File: src/rtl/uart_rx_fifo_if.sv
// RX byte hand-off between the UART core, the receive FIFO and the register block.
// Latency: none; wires only.
// Backpressure: push side has none; the pop side uses the o_rd_valid/i_rd_ready handshake.
interface uart_rx_fifo_if #(
  parameter int P_UART_DATA_WIDTH = 8,
  parameter int P_FIFO_AWIDTH     = 4
);
  logic [P_UART_DATA_WIDTH-1:0] i_wr_data;
  logic                         i_wr_valid;
  logic [P_UART_DATA_WIDTH-1:0] o_rd_data;
  logic                         o_rd_valid;
  logic                         i_rd_ready;
  logic [P_FIFO_AWIDTH:0]       o_count;
  logic                         o_full;
  logic                         o_empty;
  logic                         o_overflow;
  logic                         i_ovf_clear;
  logic                         i_flush;
  logic                         o_irq;

  // Driver side: UART core plus register block.
  modport master (
    output i_wr_data, i_wr_valid, i_rd_ready, i_ovf_clear, i_flush,
    input  o_rd_data, o_rd_valid, o_count, o_full, o_empty, o_overflow, o_irq
  );

  // FIFO side.
  modport slave (
    input  i_wr_data, i_wr_valid, i_rd_ready, i_ovf_clear, i_flush,
    output o_rd_data, o_rd_valid, o_count, o_full, o_empty, o_overflow, o_irq
  );
endinterface

File: src/rtl/uart_rx_fifo.sv
// First-word-fall-through receive FIFO with level, sticky overflow and threshold irq.
// Latency: a byte pushed at edge N is visible on o_rd_data after edge N; no same-cycle bypass.
// Backpressure: none on push (drops when full, sets overflow); pops on o_rd_valid & i_rd_ready.
module uart_rx_fifo #(
  parameter int P_UART_DATA_WIDTH = 8,
  parameter int P_FIFO_AWIDTH     = 4,
  parameter int P_IRQ_LEVEL       = 1
) (
  input  logic                 clock,
  input  logic                 reset,
  uart_rx_fifo_if.slave        bus
);
  localparam int                   DEPTH     = 2 ** P_FIFO_AWIDTH;
  localparam logic [P_FIFO_AWIDTH:0] DEPTH_CNT = (P_FIFO_AWIDTH+1)'(DEPTH);
  localparam logic [P_FIFO_AWIDTH:0] IRQ_LVL   = (P_FIFO_AWIDTH+1)'(P_IRQ_LEVEL);

  logic [P_UART_DATA_WIDTH-1:0] mem [DEPTH];
  logic [P_FIFO_AWIDTH-1:0]     wr_ptr;
  logic [P_FIFO_AWIDTH-1:0]     rd_ptr;
  logic [P_FIFO_AWIDTH:0]       count;
  logic                         overflow;

  logic full;
  logic empty;
  logic pop;
  logic push;
  logic ovf_evt;

  // Handshake decode; flush discards both a push and a pop in its cycle.
  always_comb begin
    full    = (count == DEPTH_CNT);
    empty   = (count == '0);
    pop     = !empty && bus.i_rd_ready && !bus.i_flush;
    push    = bus.i_wr_valid && (!full || pop) && !bus.i_flush;
    ovf_evt = bus.i_wr_valid && full && !pop && !bus.i_flush;
  end

  // Storage array is not reset; contents are only meaningful below count.
  always_ff @(posedge clock) begin
    if (push) begin
      mem[wr_ptr] <= bus.i_wr_data;
    end
  end

  // Pointers and occupancy counter.
  always_ff @(posedge clock or posedge reset) begin
    if (reset) begin
      wr_ptr <= '0;
      rd_ptr <= '0;
      count  <= '0;
    end else if (bus.i_flush) begin
      wr_ptr <= '0;
      rd_ptr <= '0;
      count  <= '0;
    end else begin
      if (push) wr_ptr <= wr_ptr + P_FIFO_AWIDTH'(1);
      if (pop)  rd_ptr <= rd_ptr + P_FIFO_AWIDTH'(1);
      case ({push, pop})
        2'b10:   count <= count + (P_FIFO_AWIDTH+1)'(1);
        2'b01:   count <= count - (P_FIFO_AWIDTH+1)'(1);
        default: count <= count;
      endcase
    end
  end

  // Sticky overflow; a drop in the same cycle as a clear keeps the flag set.
  always_ff @(posedge clock or posedge reset) begin
    if (reset) begin
      overflow <= 1'b0;
    end else if (ovf_evt) begin
      overflow <= 1'b1;
    end else if (bus.i_ovf_clear) begin
      overflow <= 1'b0;
    end
  end

  // Status outputs derived from the registered count; data is a direct read of the head.
  always_comb begin
    bus.o_rd_data  = mem[rd_ptr];
    bus.o_rd_valid = !empty;
    bus.o_count    = count;
    bus.o_full     = full;
    bus.o_empty    = empty;
    bus.o_overflow = overflow;
    bus.o_irq      = (count >= IRQ_LVL);
  end
endmodule

File: src/flat_wrapper.sv
// flat-port wrapper written by rule: the top's interface ports become plain ports
module uart_rx_fifo_flat 
#(
  parameter int P_UART_DATA_WIDTH = 8,
  parameter int P_FIFO_AWIDTH     = 4,
  parameter int P_IRQ_LEVEL       = 1
)
  (clock, reset, bus_i_wr_data, bus_i_wr_valid, bus_i_rd_ready, bus_i_ovf_clear, bus_i_flush, bus_o_rd_data, bus_o_rd_valid, bus_o_count, bus_o_full, bus_o_empty, bus_o_overflow, bus_o_irq);
  uart_rx_fifo_if #(.P_UART_DATA_WIDTH(P_UART_DATA_WIDTH), .P_FIFO_AWIDTH(P_FIFO_AWIDTH)) bus_i ();
  input  logic clock;
  input  logic reset;
  input wire logic [$bits(bus_i.i_wr_data)-1:0] bus_i_wr_data;
  input wire logic [$bits(bus_i.i_wr_valid)-1:0] bus_i_wr_valid;
  input wire logic [$bits(bus_i.i_rd_ready)-1:0] bus_i_rd_ready;
  input wire logic [$bits(bus_i.i_ovf_clear)-1:0] bus_i_ovf_clear;
  input wire logic [$bits(bus_i.i_flush)-1:0] bus_i_flush;
  output wire logic [$bits(bus_i.o_rd_data)-1:0] bus_o_rd_data;
  output wire logic [$bits(bus_i.o_rd_valid)-1:0] bus_o_rd_valid;
  output wire logic [$bits(bus_i.o_count)-1:0] bus_o_count;
  output wire logic [$bits(bus_i.o_full)-1:0] bus_o_full;
  output wire logic [$bits(bus_i.o_empty)-1:0] bus_o_empty;
  output wire logic [$bits(bus_i.o_overflow)-1:0] bus_o_overflow;
  output wire logic [$bits(bus_i.o_irq)-1:0] bus_o_irq;
  assign bus_i.i_wr_data = bus_i_wr_data;
  assign bus_i.i_wr_valid = bus_i_wr_valid;
  assign bus_i.i_rd_ready = bus_i_rd_ready;
  assign bus_i.i_ovf_clear = bus_i_ovf_clear;
  assign bus_i.i_flush = bus_i_flush;
  assign bus_o_rd_data = bus_i.o_rd_data;
  assign bus_o_rd_valid = bus_i.o_rd_valid;
  assign bus_o_count = bus_i.o_count;
  assign bus_o_full = bus_i.o_full;
  assign bus_o_empty = bus_i.o_empty;
  assign bus_o_overflow = bus_i.o_overflow;
  assign bus_o_irq = bus_i.o_irq;
  uart_rx_fifo #(.P_UART_DATA_WIDTH(P_UART_DATA_WIDTH), .P_FIFO_AWIDTH(P_FIFO_AWIDTH), .P_IRQ_LEVEL(P_IRQ_LEVEL)) u_core (.clock(clock), .reset(reset), .bus(bus_i));
endmodule
File: config.mk
export PLATFORM = sky130hd
export DESIGN_NAME = uart_rx_fifo_flat
export DESIGN_NICKNAME = d
export VERILOG_FILES = /design/src/rtl/uart_rx_fifo_if.sv /design/src/rtl/uart_rx_fifo.sv /design/src/flat_wrapper.sv
export SDC_FILE = /design/constraint.sdc
export NUM_CORES = 1
export LEC_CHECK = 0
export CORE_ASPECT_RATIO = 1.75
export CORE_UTILIZATION = 60
export DETAILED_ROUTE_END_ITERATION = 8
export GPL_TIMING_DRIVEN = 0
export PLACE_DENSITY = 0.8
export SLEW_MARGIN = 10
export SYNTH_ARGS = -nofsm -noshare
export SYNTH_HDL_FRONTEND = slang
export SYNTH_SLANG_ARGS = --single-unit
File: constraint.sdc
create_clock -name clock -period 5.01 [get_ports clock]
set_clock_uncertainty 0.05 [all_clocks]
set_input_delay 0.501 -clock clock [delete_from_list [all_inputs] [get_ports clock]]
set_output_delay 0.501 -clock clock [all_outputs]
set_load 0.005 [all_outputs]
# Word-level counts from Yosys, hierarchy flattened

Memories as Yosys holds them, arrays and structs flattened.
Index checks and enable logic that the tools add are counted.

Add/subtract/negate cells: 4
$mul: 0
Divide/modulo/power cells: 0
$lt $le $gt $ge: 1
Equality and inequality tests: 3
Shift operators: 0
Mux-type cells: 10
Bitwise gates (word level): 0
Reduce and logical (&&, ||, !) cells: 17

Operators with widths:

| operator              | count |
|---|---|
| $mux W4               | 4 |
| $pmux W5 S2           | 1 |
| $add A4 B1 Y4 const B | 2 |
| $logic_and A1 B1 Y1   | 7 |
| $reduce_bool A2 Y1    | 3 |
| $add A5 B1 Y5 const B | 1 |
| $eq A5 B5 Y1 const B  | 1 |
| $ge A5 B1 Y1 const B  | 1 |
| $logic_not A5 Y1      | 1 |
| $mux W5               | 1 |
| $sub A5 B1 Y5 const B | 1 |
| $logic_not A1 Y1      | 4 |
| $mux W1               | 4 |
| $reduce_bool A3 Y1    | 1 |
| $eq A2 B1 Y1 const B  | 1 |
| $eq A2 B2 Y1 const B  | 1 |
| $logic_or A1 B1 Y1    | 1 |

Flip-flop bits (word level): 14
Bits in latches: 0
Memory bits (writable): 128
Memory bits (read-only): 0
Input bits: 14
Output and inout port bits: 18
Logic and storage cells: 40
Memories: 1

Memories:

| name       | depth | width | read ports | clocked after memory_dff | write ports | RTL line           | text |
|---|---|---|---|---|---|---|---|
| u_core.mem | 16    | 8     | 1          | 0                        | 1           | uart_rx_fifo.sv:17 | `logic [P_UART_DATA_WIDTH-1:0] mem [DEPTH];` |

# Depth between registers and ports, before layout

Gate-level depths: netlist (run 1).

Word-level depth: 10
Mapped depth: 7
Gate-level depth less buffers: 6

# Least setup slack after synthesis (run 1)

No wires, ideal clock.

Path type: in2reg
From: input port bus_i_rd_ready
To: memory u_core.mem[0][0], enable pin
Setup time: 383 ps
Arrival: 1946 ps
Required time: 4577 ps
Path slack: 2631 ps
Cell stages on the path: 5
Path buffers: 1
Cell sequence: clkbuf_1 -> nand2b_1 -> a31oi_1 -> nand2_1 -> nor3_1

Word-level cells in the longest chain between the ends: 7

RTL lines:

| item                              | RTL line           | text |
|---|---|---|
| start: declaration                | flat_wrapper.sv:14 | `input wire logic [$bits(bus_i.i_rd_ready)-1:0] bus_i_rd_ready;` |
| $logic_and A1 B1 Y1 (2 in series) | uart_rx_fifo.sv:33 | `pop = !empty && bus.i_rd_ready && !bus.i_flush;` |
| $logic_or A1 B1 Y1                | uart_rx_fifo.sv:34 | `push = bus.i_wr_valid && (!full \|\| pop) && !bus.i_flush;` |
| $logic_and A1 B1 Y1 (2 in series) | uart_rx_fifo.sv:34 |  |
| $mux W1                           | uart_rx_fifo.sv:40 | `if (push) begin` |
| $mux W1 (not written as such)     | uart_rx_fifo.sv:41 | `mem[wr_ptr] <= bus.i_wr_data;` |
| end: declaration                  | uart_rx_fifo.sv:17 |  |

No other way between the ends.

# Final worst setup path (run 1)

From: register u_core.rd_ptr[1]
To: output port bus_o_rd_data[6]

Word-level cells in the longest chain between the ends: 1

RTL lines:

| item                     | RTL line           | text |
|---|---|---|
| start: declaration       | uart_rx_fifo.sv:19 | `logic [P_FIFO_AWIDTH-1:0] rd_ptr;` |
| start signal: assignment | uart_rx_fifo.sv:57 | `if (pop) rd_ptr <= rd_ptr + P_FIFO_AWIDTH'(1);` |
| $mem_v2 Z16 W8           | --                 |  |
| end: declaration         | flat_wrapper.sv:17 | `output wire logic [$bits(bus_i.o_rd_data)-1:0] bus_o_rd_data;` |

No other way between the ends.

==> key figures, run 1 <==
Pwr
  • Largest vdd supply drop: ~0.00037 V
  • Static power due to leakage: 0.00238 µW
  • Total power after layout: between 3000 and 4000 µW
  • Cell Pwr Density: 476 mW/mm²

Worst setup path
  • Max FO, Critical Path: 10
  • Slowest CP cell: sky130_fd_sc_hd__clkbuf_1
  • Most common cell on crit path: sky130_fd_sc_hd__clkbuf_1
  • Arrival time of the worst setup path: 3.26 ns
  • FF-to-FF End: u_core.mem[5][2]
  • Startpoint of the worst-slack reg-to-reg timing path: u_core.bus.o_count[0]
  • Required time of the critical path: 4.46 ns
  • Setup crit start kind: flop
  • Number of cell instances on the worst register-to-register path: 6
  • Worst path max stage delay: 0.57 ns
  • Kind of end point of the critical path: primary output
  • R2r setup slk: between 2 and 2.5 ns
  • Category of the critical setup timing path: flop to primary output
  • Critical path, cell by cell: buf_2 > nor2b_1 > clkbuf_1 > clkbuf_1 > a221oi_1 > a22oi_1 > nand2_1 > clkdlybuf4s50_1

Layout
  • Finished Layout Cells: 546
  • Fraction of layout instances using a drive strength above 1: 16.0%
  • Fraction of the core area covered by cells at the end of the flow: approximately three quarters
  • Net count reported at finish: 434
  • Antenna diode instance count: 0
  • P&R area growth vs syn: 18.4%

Clock network
  • Post-cts gate resize count: 0
  • Number of clock sinks: 142
  • # Post-CTS Setup Buffers: 0
  • TritonCTS buffer count: 17
  • Deepest level of the CTS H-tree: 4
  • Clock-pin slew on the worst setup and hold paths: 0.06 ns
  • Cell at the root of the clock tree: sky130_fd_sc_hd__clkbuf_16
  • Clock latency reported for the late side of the worst-skew pair: 0.42 ns
  • Buffer depth of the longest clock path: 2
  • CTS tree: yes
  • Post-CTS Hold Fix Bufs: 0

Synth
  • Post-Synth XOR/XNOR Area: 0.883%
  • Count of distinct cell types in the synthesized netlist: 44
  • Number of standard cells after synthesis: 362
  • Mean area per synthesized cell: 16.4 µm²
  • Count of flip-flops with a built-in enable after synthesis: 128
  • Main flop type after synthesis: sky130_fd_sc_hd__edfxtp_1
  • Synthesized net count: 385
  • Seq cells post-synth: roughly 140
  • Post-synthesis share of cell area spent on and, or, nand and nor gates: 6.33%
  • Area fraction in compound gates after synthesis: 5.91%
  • Proportion of register bits with asynchronous set or reset after synthesis: 9.86%
  • Share of cell area taken by muxes after synthesis: between 10% and 20%
  • Adder-cell share of the synthesized area: 1.89%
  • Sequential element share of the synthesized area: a little over two thirds
  • Cell area after technology mapping: 0.00595 mm²
  • Total of warnings raised by yosys: 0
  • Largest family of logic cells by synthesized area: multiplexers

GRT
  • Antenna violations before repair: 0
  • Final global-route overflow total: 0
  • Largest net degree at the start of global routing: 17
  • Global-route wire length before repair: 20.6 mm
  • Vias in the first global route: 3645
  • Global-route usage over all layers: 28.6%

Floorplan
  • Number of standard-cell rows in the floorplan: 47
  • Initial core utilization: 62.5%
  • I/O pin total: 32
  • Core Footprint: 0.00953 mm²
  • Die Y: 134 µm
  • Width of the chip: 77.3 µm
  • Floorplan die area: between 0.01 and 0.015 mm²

Timing
  • Hold Violations, Final: 0
  • Pins Over Slew Limit: 0
  • Achievable clock frequency: 262 MHz
  • Setup repair after global routing missed its margin: false
  • Post-layout minimum cycle time: 3.81 ns
  • Normalized max-slew margin: around a third
  • Final total negative setup slack: 0 ns
  • Number of setup violations in the final report: 0
  • Worst slack on hold paths: 0.388 ns
  • Final Cycle Share: about three quarters
  • Worst Max-Slew Pin Slew: 1.00 ns

Drt
  • Via count normalized by instance count: 6.41
  • Remaining routing DRC violations: 0
  • First DRT Iteration DRCs: 304
  • Wire per inst: 24.9 µm
  • Antenna violation net count after detailed routing: 0
  • DRT Wirelength: between 10 and 15 mm
  • Number of search-and-repair iterations in the first detailed-routing pass: 5
  • Via count of the routed design: about 3500

Placed design
  • IO Port Bufs: 30
  • Final HPWL DP: 8.60 mm
  • Weighted congestion reported at the end of routability-driven placement: a little over 0.8
  • Number of placed instances with taps included: 514

Min path
  • Worst Hold Class: input pin to asynchronous set/reset pin

Run status
  • Status: finished, final reports clean

Flow run
  • Number of maximum-capacitance constraint violations: 0
-- Yosys cell counts (3+ instances only) --
library cell,number,area share (%)
sky130_fd_sc_hd__nand2_1,16,1.0
sky130_fd_sc_hd__and2_1,3,0.32
sky130_fd_sc_hd__nand3_1,5,0.42
sky130_fd_sc_hd__o21ai_0,8,0.67
sky130_fd_sc_hd__buf_2,9,0.76
sky130_fd_sc_hd__inv_1,8,0.50
sky130_fd_sc_hd__xnor2_1,4,0.59
sky130_fd_sc_hd__clkbuf_1,10,0.63
sky130_fd_sc_hd__nor3_1,4,0.34
sky130_fd_sc_hd__nor2_1,25,1.6
sky130_fd_sc_hd__a22oi_1,8,1.0
sky130_fd_sc_hd__ha_1,9,1.9
sky130_fd_sc_hd__nor2b_1,6,0.63
sky130_fd_sc_hd__mux2i_1,33,5.6
sky130_fd_sc_hd__nand2b_1,4,0.42
sky130_fd_sc_hd__a31oi_1,3,0.32
sky130_fd_sc_hd__nand4_1,3,0.32
sky130_fd_sc_hd__dfrtp_1,14,5.9
sky130_fd_sc_hd__a21oi_1,3,0.25
sky130_fd_sc_hd__mux4_2,16,6.1
sky130_fd_sc_hd__edfxtp_1,128,65
sky130_fd_sc_hd__a221oi_1,16,2.4
-- state kept, by name (all words and copies together) (netlist names) --
name / flops
u_core.mem: 128
u_core.rd_ptr: 4
u_core.wr_ptr: 4
u_core.bus.o_overflow: 1
u_core.bus.o_count: 5
-- worst max-delay path by stage --
stage,start,end,slack (ns),cells past startpoint
global placement,bus_i_rd_ready,u_core.mem[0][5],1.48,6
global route,u_core.rd_ptr[1],bus_o_rd_data[0],1.08,8
CTS,u_core.rd_ptr[1],bus_o_rd_data[6],1.22,8
detailed placement,bus_i_rd_ready,u_core.mem[3][7],1.33,6
finish,u_core.rd_ptr[1],bus_o_rd_data[6],1.20,8
floorplan,bus_i_rd_ready,u_core.mem[0][0],2.63,5
-- per-layer routing --
layer,up-vias,track usage (%),wire length (µm)
li1,1520,-,-
met3,41,6.92,660
met5,-,0,0
met4,0,14.9,588
met1,1772,30.7,4740
met2,165,51.3,7580
-- worst max-delay path: cells and delay by family (launching register included) --
family / cells / cell delay, ns
compound gates: 2 / 0.53
simple gates: 2 / 0.28
flops: 1 / 0.40
buf+inv: 4 / 1.63
-- placed cells by master, fill, tap and decap left out, types with 5 or more instances in the layout --
cell type,n
sky130_fd_sc_hd__clkdlybuf4s50_1,30
sky130_fd_sc_hd__nor2b_1,6
sky130_fd_sc_hd__a22oi_1,8
sky130_fd_sc_hd__nand2_1,16
sky130_fd_sc_hd__ha_1,9
sky130_fd_sc_hd__clkbuf_16,17
sky130_fd_sc_hd__inv_1,8
sky130_fd_sc_hd__mux2i_1,33
sky130_fd_sc_hd__clkbuf_1,11
sky130_fd_sc_hd__edfxtp_1,128
sky130_fd_sc_hd__buf_2,9
sky130_fd_sc_hd__a221oi_1,16
sky130_fd_sc_hd__nand3_1,5
sky130_fd_sc_hd__o21ai_0,8
sky130_fd_sc_hd__mux4_2,16
sky130_fd_sc_hd__nor2_1,25
sky130_fd_sc_hd__dfrtp_1,14
-- area by class of cell --
class | count | area, µm²
Buffer | 22 | 105
Inverter | 9 | 33.8
Clock inverter | 14 | 190
Fill cell | 610 | 2480
Clock buffer | 18 | 429
Timing Repair Buffer | 30 | 300
Sequential cell | 142 | 4190
Multi-Input combinational cell | 189 | 1640
Tap cell | 122 | 153
-- per-stage QoR --
step                setup WS [ns]  instance area [µm²]
finish                       1.20                 7040
global route                 1.08                 7040
CTS                          1.22                 7020
detailed placement           1.33                 6400
global placement             1.48                 6400
floorplan                    2.63                 5950
-- logic make-up after synthesis --
kind of cell    count (synthesis)
buf+inv                        31
mux                            52
flops                         142
fa+ha+maj                       9
simple gates                   75
xor+xnor                        6
compound gates                 47
-- report_power, final --
part	internal, µW	switching, µW
logic	328	336
registers	1330	37.4
clock network	832	491
No activity file was read; power rests on OpenSTA's default activity.
==> run 2, diff against run 1 <==
Settings changed: CORE_UTILIZATION 60 to 59, PLACE_DENSITY 0.8 to 0.79.
Clock period 5.01 ns to 3.8 ns, I/O delays scaled along.
==> key figures, run 2 (synthesis results as in run 1) <==
Worst setup path
  • Slowest CP cell: sky130_fd_sc_hd__clkdlybuf4s50_1 (was sky130_fd_sc_hd__clkbuf_1)
  • Critical path, cell by cell: clkbuf_1 > and2_1 > buf_2 > buf_2 > a221oi_1 > a22oi_1 > nand2_1 > clkdlybuf4s50_1 (was buf_2 > nor2b_1 > clkbuf_1 > clkbuf_1 > a221oi_1 > a22oi_1 > nand2_1 > clkdlybuf4s50_1)
  • Setup crit start kind: flop (unchanged)
  • Family with the most delay on the worst path: buffers and inverters (unchanged)
  • Kind of end point of the critical path: primary output (unchanged)
  • Arrival time of the worst setup path: 3.20 ns (was 3.26 ns)
  • Count of buffer and inverter cells on the critical path: 4 (unchanged)
  • Max FO, Critical Path: 10 (unchanged)
  • Worst path max stage delay: 0.53 ns (was 0.57 ns)
  • Required time of the critical path: 3.37 ns (was 4.46 ns)
  • Category of the critical setup timing path: flop to primary output (unchanged)
  • Most common cell on crit path: sky130_fd_sc_hd__buf_2 (was sky130_fd_sc_hd__clkbuf_1)

GRT
  • Final global-route overflow total: 0 (unchanged)
  • Largest net degree at the start of global routing: 17 (unchanged)
  • Vias in the first global route: 3544 (was 3645)
  • Global-route usage over all layers: 26.6% (was 28.6%)
  • Antenna violations before repair: 0 (unchanged)
  • Global-route wire length before repair: 19.3 mm (was 20.6 mm)

Drt
  • Antenna violation net count after detailed routing: 0 (unchanged)
  • Via count normalized by instance count: 6.40 (was 6.41)
  • First DRT Iteration DRCs: 239 (was 304)
  • DRT Wirelength: 12.9 mm (was 13.6 mm)
  • Via count of the routed design: 3515 (was 3498)
  • Wire per inst: 23.5 µm (was 24.9 µm)
  • Remaining routing DRC violations: 0 (unchanged)
  • Number of search-and-repair iterations in the first detailed-routing pass: 6 (was 5)

Placed design
  • Area after DPL: 0.00643 mm² (was 0.00640 mm²)
  • Final HPWL DP: 8.38 mm (was 8.60 mm)
  • Number of placed instances with taps included: 517 (was 514)
  • Placement Setup Slack: 0.552 ns (was 1.33 ns)
  • Weighted congestion reported at the end of routability-driven placement: 0.777 (was 0.821)
  • IO Port Bufs: 30 (unchanged)

Timing
  • Final total negative setup slack: 0 ns (unchanged)
  • Hold Violations, Final: 0 (unchanged)
  • Number of setup violations in the final report: 0 (unchanged)
  • Pins Over Slew Limit: 0 (unchanged)
  • Setup repair after global routing missed its margin: false (unchanged)
  • Worst Max-Slew Pin Slew: 0.944 ns (was 1.00 ns)
  • Final Cycle Share: 95.5%
  • Achievable clock frequency: ~280 MHz
  • Normalized max-slew margin: 36.9% (was 32.8%)
  • Post-layout minimum cycle time: 3.63 ns
  • Worst setup margin: 0.170 ns (was 1.20 ns)

Floorplan
  • Number of standard-cell rows in the floorplan: 48 (was 47)
  • Width of the chip: 77.9 µm (was 77.3 µm)
  • I/O pin total: 32 (unchanged)
  • Core Footprint: 0.00985 mm² (was 0.00953 mm²)
  • Floorplan die area: 0.0105 mm² (was 0.0103 mm²)
  • Initial core utilization: 60.4% (was 62.5%)
  • Die Y: 135 µm (was 134 µm)

Layout
  • Finished Layout Cells: 549 (was 546)
  • Highest-count cells in the layout ignoring fill and taps: sky130_fd_sc_hd__edfxtp_1, sky130_fd_sc_hd__mux2i_1, sky130_fd_sc_hd__clkdlybuf4s50_1 (unchanged)
  • Flip-flop count of the largest register, all copies and words added: 128 (unchanged)
  • Antenna diode instance count: 0 (unchanged)
  • Fraction of layout instances using a drive strength above 1: 15.6% (was 16.0%)
  • Register ranked first by flip-flop count: u_core.mem (unchanged)
  • Post-route cell area: 0.00698 mm² (was 0.00704 mm²)
  • Net count reported at finish: 434 (unchanged)
  • Most common library cell in the layout ignoring fill and taps: sky130_fd_sc_hd__edfxtp_1 (unchanged)
  • P&R area growth vs syn: 17.4% (was 18.4%)

Pwr
  • Largest vdd supply drop: 0.000492 V (was 0.000374 V)
  • Total power after layout: 4200 µW (was 3350 µW)
  • Static power due to leakage: 0.00236 µW (was 0.00238 µW)
  • Cell Pwr Density: 601 mW/mm² (was 476 mW/mm²)

Clock network
  • Post-CTS Hold Fix Bufs: 0 (unchanged)
  • Number of clock sinks: 142 (unchanged)
  • Clock latency reported for the late side of the worst-skew pair: 0.42 ns (about the same)
  • Clock-pin slew on the worst setup and hold paths: 0.06 ns (about the same)
  • Buffer depth of the longest clock path: 2 (unchanged)
  • CTS tree: yes (unchanged)
  • Deepest level of the CTS H-tree: 4 (unchanged)
  • Cell at the root of the clock tree: sky130_fd_sc_hd__clkbuf_16 (unchanged)
  • TritonCTS buffer count: 17 (unchanged)

Run status
  • Status: finished, final reports clean (unchanged)

Min path
  • Worst Hold Class: input pin to asynchronous set/reset pin (unchanged)

Flow run
  • Number of maximum-capacitance constraint violations: 0 (unchanged)
==> run 2: final timing paths <==
kind | from | end | slack (ns) | cells past startpoint
worst min-delay path | reset | u_core.bus.o_count[3] | 0.29 | 2
worst max register to register | u_core.bus.o_count[1] | u_core.mem[8][5] | 0.95 | 6
min in group clock | bus_i_flush | u_core.bus.o_count[2] | 0.34 | 3
worst max-delay path | u_core.rd_ptr[2] | bus_o_rd_data[6] | 0.17 | 8
worst min register to register | u_core.bus.o_overflow | u_core.bus.o_overflow | 0.49 | 2
max in group asynchronous | reset | u_core.rd_ptr[2] | 3.01 | 2
==> run 2: final cells by class <==
type	instances	area (µm²)
Sequential cell	142	4190
Fill cell	645	2870
Multi-Input combinational cell	189	1640
Clock buffer	18	429
Timing Repair Buffer	30	300
Tap cell	125	156
Clock inverter	14	126
Buffer	22	106
Inverter	9	33.8
==> run 2: what timing repair did <==
action                                  CTS  global route
buffers inserted                          0             0
endpoints found under the setup margin    0             1
resized for setup                         0             2
==> run 2: through the flow <==
| step | utilization [%] | hold slack (ns) |
|---|---|---|
| after floorplan | - | 0.219 |
| after global placement | 65.1 | 0.480 |
| after detailed placement | 65.3 | 0.483 |
| after CTS | 70.9 | 0.302 |
| after global routing | 70.9 | 0.354 |
| final | 70.9 | 0.289 |
==> run 2: layer usage <==
layer / global-route usage [%] / routed length (µm) / vias up
li1: - / - / 1518
met1: 28.3 / 4300 / 1756
met2: 48.0 / 7190 / 202
met3: 6.28 / 856 / 39
met4: 14.7 / 543 / 0
met5: 0 / 0 / -
==> run 2: power by group <==
part	leakage, µW	total, µW	switching (µW)	internal, µW
logic	0.000748	858	427	431
registers	0.00134	1800	46.3	1750
clock network	0.000265	1550	597	950
total	0.00236	4200	1070	3130
